==> config.mk <==
export PLATFORM = sky130hd
export DESIGN_NAME = data_mem_arbiter
export DESIGN_NICKNAME = d
export VERILOG_FILES = /design/src/rtl/data_mem_arbiter.sv
export SDC_FILE = /design/constraint.sdc
export NUM_CORES = 1
export LEC_CHECK = 0
export CAP_MARGIN = 20
export CORE_MARGIN = 1
export CORE_UTILIZATION = 45
export CTS_BUF_LIST = sky130_fd_sc_hd__clkbuf_8
export DETAILED_ROUTE_END_ITERATION = 8
export PLACE_DENSITY = 0.86
export SLEW_MARGIN = 40
export SYNTH_ARGS = -nofsm -noshare
export SYNTH_HDL_FRONTEND = slang
export SYNTH_SLANG_ARGS = --single-unit
==> constraint.sdc <==
create_clock -name Clk -period 4.2 [get_ports Clk]
set_input_delay 0.63 -clock Clk [delete_from_list [all_inputs] [get_ports Clk]]
set_output_delay 0.63 -clock Clk [all_outputs]
set_load 0.02 [all_outputs]
==> src/rtl/data_mem_arbiter.sv <==
// Two-port arbiter sharing a single level-enable, combinational-read data RAM.
// Every access runs IDLE -> SETUP -> STROBE -> DONE so address and data are
// stable around the LE pulse. Round-robin arbitration by default; defining
// ARB_FIXED_PRIO_EN selects fixed priority with requester A always winning.
module data_mem_arbiter #(
  parameter int unsigned AW = 8,
  parameter int unsigned DW = 8
) (
  input  logic          Clk,
  input  logic          Rst,
  input  logic          a_req,
  input  logic          a_we,
  input  logic [AW-1:0] a_addr,
  input  logic [DW-1:0] a_wdata,
  output logic          a_gnt,
  output logic [DW-1:0] a_rdata,
  input  logic          b_req,
  input  logic          b_we,
  input  logic [AW-1:0] b_addr,
  input  logic [DW-1:0] b_wdata,
  output logic          b_gnt,
  output logic [DW-1:0] b_rdata,
  output logic          mem_le,
  output logic [AW-1:0] mem_addr,
  output logic [DW-1:0] mem_wdata,
  input  logic [DW-1:0] mem_rdata,
  output logic          busy
);

  typedef enum logic [1:0] {StIdle, StSetup, StStrobe, StDone} state_e;

  state_e state_q;
  logic   win_b_q;  // latched winner: 1 = B, 0 = A
  logic   we_q;     // latched write select of the winner
  logic   pick_b;   // arbitration result in IDLE

`ifdef ARB_FIXED_PRIO_EN
  // A always wins a tie; B is served only when A is idle.
  always_comb begin
    pick_b = ~a_req;
  end
`else
  logic last_win_b_q;  // 1 = B won the previous access

  // Round-robin: a tie goes to the port that did not win last time.
  always_comb begin
    pick_b = b_req & (~a_req | ~last_win_b_q);
  end
`endif

  // Access sequencer; all outputs are registered here.
  always_ff @(posedge Clk) begin
    if (Rst) begin
      state_q      <= StIdle;
      win_b_q      <= 1'b0;
      we_q         <= 1'b0;
      mem_le       <= 1'b0;
      mem_addr     <= '0;
      mem_wdata    <= '0;
      a_gnt        <= 1'b0;
      b_gnt        <= 1'b0;
      a_rdata      <= '0;
      b_rdata      <= '0;
      busy         <= 1'b0;
`ifndef ARB_FIXED_PRIO_EN
      last_win_b_q <= 1'b1;
`endif
    end else begin
      a_gnt <= 1'b0;
      b_gnt <= 1'b0;
      unique case (state_q)
        StIdle: begin
          if (a_req || b_req) begin
            win_b_q   <= pick_b;
            we_q      <= pick_b ? b_we : a_we;
            mem_addr  <= pick_b ? b_addr : a_addr;
            mem_wdata <= pick_b ? b_wdata : a_wdata;
            busy      <= 1'b1;
            state_q   <= StSetup;
          end
        end
        StSetup: begin
          mem_le  <= we_q;
          state_q <= StStrobe;
        end
        StStrobe: begin
          mem_le <= 1'b0;
          if (!we_q) begin
            if (win_b_q) begin
              b_rdata <= mem_rdata;
            end else begin
              a_rdata <= mem_rdata;
            end
          end
          // gnt is raised here so it is high for exactly the DONE cycle.
          if (win_b_q) begin
            b_gnt <= 1'b1;
          end else begin
            a_gnt <= 1'b1;
          end
          state_q <= StDone;
        end
        StDone: begin
          busy    <= 1'b0;
          state_q <= StIdle;
`ifndef ARB_FIXED_PRIO_EN
          last_win_b_q <= win_b_q;
`endif
        end
        default: begin
          state_q <= StIdle;
        end
      endcase
    end
  end

endmodule

# Yosys cells after proc, flatten, opt, wreduce, memory -nomap -nowiden
# Index checks and enable logic that the tools add are counted.
[word_totals]
regBits = 41
output_inout_bits = 36
[classes]
n_eq_ne = 4
muxes = 10
n_bitwise = 7
reduce_logical = 9
[ops]
columns = ["operator", "count"]
rows = [
  ["$mux 8", 2],
  ["$pmux 2 s4", 1],
  ["$reduce_and 3->1", 2],
  ["$not 1->1", 5],
  ["$eq 2x2->1 const B", 2],
  ["$mux 1", 4],
  ["$pmux 1 s2", 2],
  ["$reduce_and 2->1", 2],
  ["$reduce_bool 2->1", 2],
  ["$eq 2x1->1 const B", 1],
  ["$logic_not 2->1", 1],
  ["$mux 2", 1],
  ["$ne 2x2->1 const B", 1],
  ["$reduce_or 2->1", 1],
  ["$and 1x1->1", 1],
  ["$logic_or 1x1->1", 1],
  ["$or 1x1->1", 1],
]

# Depth between registers and ports, before layout
[depth]
ltp_word = 4
depth_mapped = 7
mapped_depth_nobuf = 5

# Worst setup path after synthesis
# Ideal clock, no wire load.
[synth_timing]
path_kind = "input port to flip-flop"
startpoint = "input b_req"
endpoint = "register mem_addr[1]"
arrival_time_ps = 1324
t_required_ps = 4119
slack_ps = 2795
path_stages = 4
cell_sequence = "o21ai_2 > buf_6 > a21oi_2 > a211oi_2"
[synth_via]
elab_chain_len = 2
word_cells_on_any_way = 4
cone_classes = "mux: 1; bitwise: 1; reduce/logical: 2"
[synth_rtl]
columns = ["item", "line_no", "text"]
rows = [
  ["start: declaration", "17", "input logic b_req,"],
  ["$and 1x1->1 / $logic_or 1x1->1 (equally long branches)", "47, 73", ""],
  ["$mux 8 / $reduce_and 2->1 (equally long branches)", "n/a", ""],
  ["end signal: assignment", "76", "mem_addr <= pick_b ? b_addr : a_addr;"],
  ["end: declaration", "24", "output logic [AW-1:0] mem_addr,"],
]
# Several ways; a longest one is shown, not always the timed one.
# A chain may end at the register's enable or synchronous reset.

# Worst setup path in the final report
[layout_timing]
startpoint = "input b_req"
endpoint = "register mem_wdata[2]"
[layout_via]
elab_chain_len = 2
word_cells_on_any_way = 4
cone_classes = "mux: 1; bitwise: 1; reduce/logical: 2"
[layout_rtl]
columns = ["item", "line_no", "text"]
rows = [
  ["$and 1x1->1 / $logic_or 1x1->1 (equally long branches)", "47, 73", ""],
  ["$mux 8 / $reduce_and 2->1 (equally long branches)", "n/a", ""],
  ["end signal: assignment", "77", "mem_wdata <= pick_b ? b_wdata : a_wdata;"],
  ["end: declaration", "25", "output logic [DW-1:0] mem_wdata,"],
]
# Several ways; a longest one is shown, not always the timed one.

==> results.md <==
* Hold_buf cts at 0
* GRT Total Usage at 21.49%
* Share of layout cells above drive strength 1 at around an eighth
* CP max stage delay at 620 ps
* Highest-count cells in the layout ignoring fill and taps: clkdlybuf4s50_1 (80), dfxtp_1 (41), nor2_1 (38)
* Final period utilization at between 40% and 50%
* Sequential cell area at roughly 800 µm²
* Antenna Cells at 0
* Clock Pin Slew Worst Setup and Hold Paths at about 80 ps
* Setup WS pre-CTS at roughly 1800 ps
* Leakage Power at ~1.1 nW
* Worst hold stages at 2
* Vias in the first global route at about 1500
* Drt total wl at 4250 µm
* Post-route cell area at roughly 0.0027 mm²
* Synth Net Count at between 200 and 250
* Worst skew pair latency at roughly 290 ps
* Critical path required time at 4400 ps
* Pre-antenna DRT Iters at 4
* Largest fanout on the critical path at 18
* P&R area growth vs syn at 51.13%
* Top_reg_cell synth: dfxtp_1
* IO buf count at 81
* Outcome: completed
* Starting Density at a little under half
* Setup_tns at 0 ps
* Slew Viols, Final at 0
* Routed Antenna Nets at 0
* Area of the die at ~0.0042 mm²
* Seq pwr share at a little over a third
* Via count at around 1500
* Clock period minus worst slack at 2074 ps
* Slew @ Worst Pin at between 600 and 700 ps
* Placed cell count at ~300
* Core area at about 0.0037 mm²
* Top cell type's share of synthesized area at between 40 and 50%
* Int Pwr at 0.9947 mW
* WL met1 at 1912 µm
* Asr flop ratio synth at 0%
* Combinational Power Share at 45.7%
* Clk root buf: clkbuf_8
* RePlAce Congestion at ~0.84
* Max Cap Viol at 0
* Syn_area_per_cell at 9.776 µm²
* Cell Area, Placed at approximately 0.0026 mm²
* Post-Syn Instances at 182
* Unrepaired setup endpoints after global routing: no
* EDFF count, synth at 0
* Pwr Total at between 1.5 and 2 mW
* Net Sw Frac at a little over a third
* Post-Synthesis Cell Area at 0.001779 mm²
* Worst min path class: reg2reg
* Yosys top cell by area: dfxtp_1
* Initial antenna violation count at 0
* CTS tree: done
* CTS Buf Count at 5
* Sequential share of the synthesized area at 46.13%
* # rows at 22
* Highest Signal Layer: met4
* Clk_skew at around 5.3 ps
* Power Dens Cells at slightly below 600 mW/mm²
* CP max stage cell: a21boi_4
* FILL cells at 305
* Reg-to-reg slack, setup at about 2500 ps
* H-tree Lvls at 2
* Chip Width at approximately 65 µm
* Initial DRC Count at 68
* Multi-input gate area at 888.4 µm²
* DR vias/cell at between 5 and 6
* Final hold violation count at 0
* Fmax at between 400 and 500 MHz
* Gates resized, CTS repair at 0
* DR WL/cell at about 14 µm
* Slew headroom at a little over half
* Layout Cells excl Fill at between 300 and 400
* Layout Nets at 308
* #FFs+latches synth at 41
* Die extent in y at ~65 µm
* Net switching power at between 0.5 and 0.6 mW
* Io pins at between 80 and 90
* WP data arrival at between 2000 and 2500 ps
* Setup Buffers After CTS at 0
* First-pass GRT wire length at ~6900 µm
* WL met2 at a little over 2000 µm
* HP Start: mem_le$_SDFFE_PP0P_
* R2R depth at 5
* RR Endpoint: mem_wdata[2]$_SDFFE_PP0P_
* Final WS setup at 2126 ps
* Largest cells by area after synthesis: dfxtp_1 (46%), mux2i_1 (9.6%), nor2_1 (8.0%)
* Buf/Inv on CP at 1
* Routed wl met3 at approximately 180 µm
* Clock Sinks at 41
* Unique masters post-synth at 28
* Clock power frac at between 10% and 20%
* Most common library cell in the layout ignoring fill and taps: clkdlybuf4s50_1
* Clock Tree Buf Depth at 2
* Endpoints failing setup at 0
* Critical setup path kind: in2reg
* Largest net degree at the start of global routing at 42
* Startpoint types: input port
* Endpoint class of the critical path: flop
* Grt ovf at 0
* Worst R2R Start: state_q[0]$_SDFFE_PP0P_
* Hold Path Sink: mem_le$_SDFFE_PP0P_
* Crit-path cells: clkdlybuf4s50_1, a21boi_4, a21oi_1, a211oi_1
* Top delay family on crit path: compound AO/OA/AOI/OAI gates
* Drt drc at 0
* Syn. warnings at 0
* VDD IR max at about 340 µV
* Dpl hpwl at between 2000 and 3000 µm
area by class of cell:
cell class	count	share of cell area [%]
timing repair buffer	81	30.06
sequential	41	30.53
tap	48	2.234
clock buffer	5	2.559
inverter	2	0.2792
clock inverter	2	1.303
multi-input combinational	127	33.04
synthesized netlist by cell type, types with 3 or more instances:
library cell	number
nor2_1	38
a211oi_2	11
dfxtp_1	41
nand2_1	17
ha_1	4
a21oi_2	9
mux2i_1	17
a21oi_1	9
buf_4	4
a211oi_1	8
clkbuf_1	3
metal layers:
layer  global-route usage, %  vias up
met5                       0        -
met4                   8.611        0
met3                   7.042        9
met2                   34.77       39
met1                   26.03      725
li1                        -      772
through the flow:
| stage | utilization (%) | hold slack [ps] |
|---|---|---|
| 2_1_floorplan | - | 479.2 |
| 4_1_cts | 72.12 | 480.5 |
| 3_3_place_gp | 69.12 | 459.0 |
| 3_5_place_dp | 69.33 | 466.4 |
| 5_1_grt | 72.36 | 507.1 |
| 6_report | 72.36 | 477.6 |
kinds of logic after synthesis:
group	after synthesis	synth area share [%]
AO/OA/AOI/OAI	43	21.52
adder cells (fa/ha/maj)	4	2.813
buffers and inverters	14	4.993
flip-flops	41	46.13
multiplexers	17	9.564
AND/OR/NAND/NOR	63	14.98
power by group through the flow:
stage                     combinational, mW  clock, mW  sequential (mW)
after detailed placement              0.714          0            0.551
after global routing                  0.770      0.326            0.556
after CTS                             0.716      0.309            0.544
after floorplan                       0.372          0            0.644
final                                 0.715      0.304            0.545
after global placement                0.695          0            0.549
worst max-delay path by stage:
| stage | slack (ps) | depth (start not counted) | start | to |
|---|---|---|---|---|
| floorplan | 2790 | 4 | b_req | mem_addr[1]$_SDFFE_PP0P_ |
| global placement | 1830 | 4 | a_req | mem_addr[0]$_SDFFE_PP0P_ |
| detailed placement | 1830 | 4 | b_req | mem_wdata[2]$_SDFFE_PP0P_ |
| CTS | 2130 | 4 | b_req | mem_wdata[2]$_SDFFE_PP0P_ |
| global route | 2050 | 4 | b_req | mem_wdata[2]$_SDFFE_PP0P_ |
| finish | 2130 | 4 | b_req | mem_wdata[2]$_SDFFE_PP0P_ |
registers in the layout, indices dropped and copies added, names as in the netlist, 2 cells and up:
register / cells
a_rdata: 8
b_rdata: 8
mem_addr: 8
mem_wdata: 8
state_q: 2
worst min-delay path, cell delays in order (launching register included):
cell	delay, ps
dfxtp_1	310
nand2b_1	70
a21oi_1	50
Note: power is estimated with default switching activity, not from simulation.
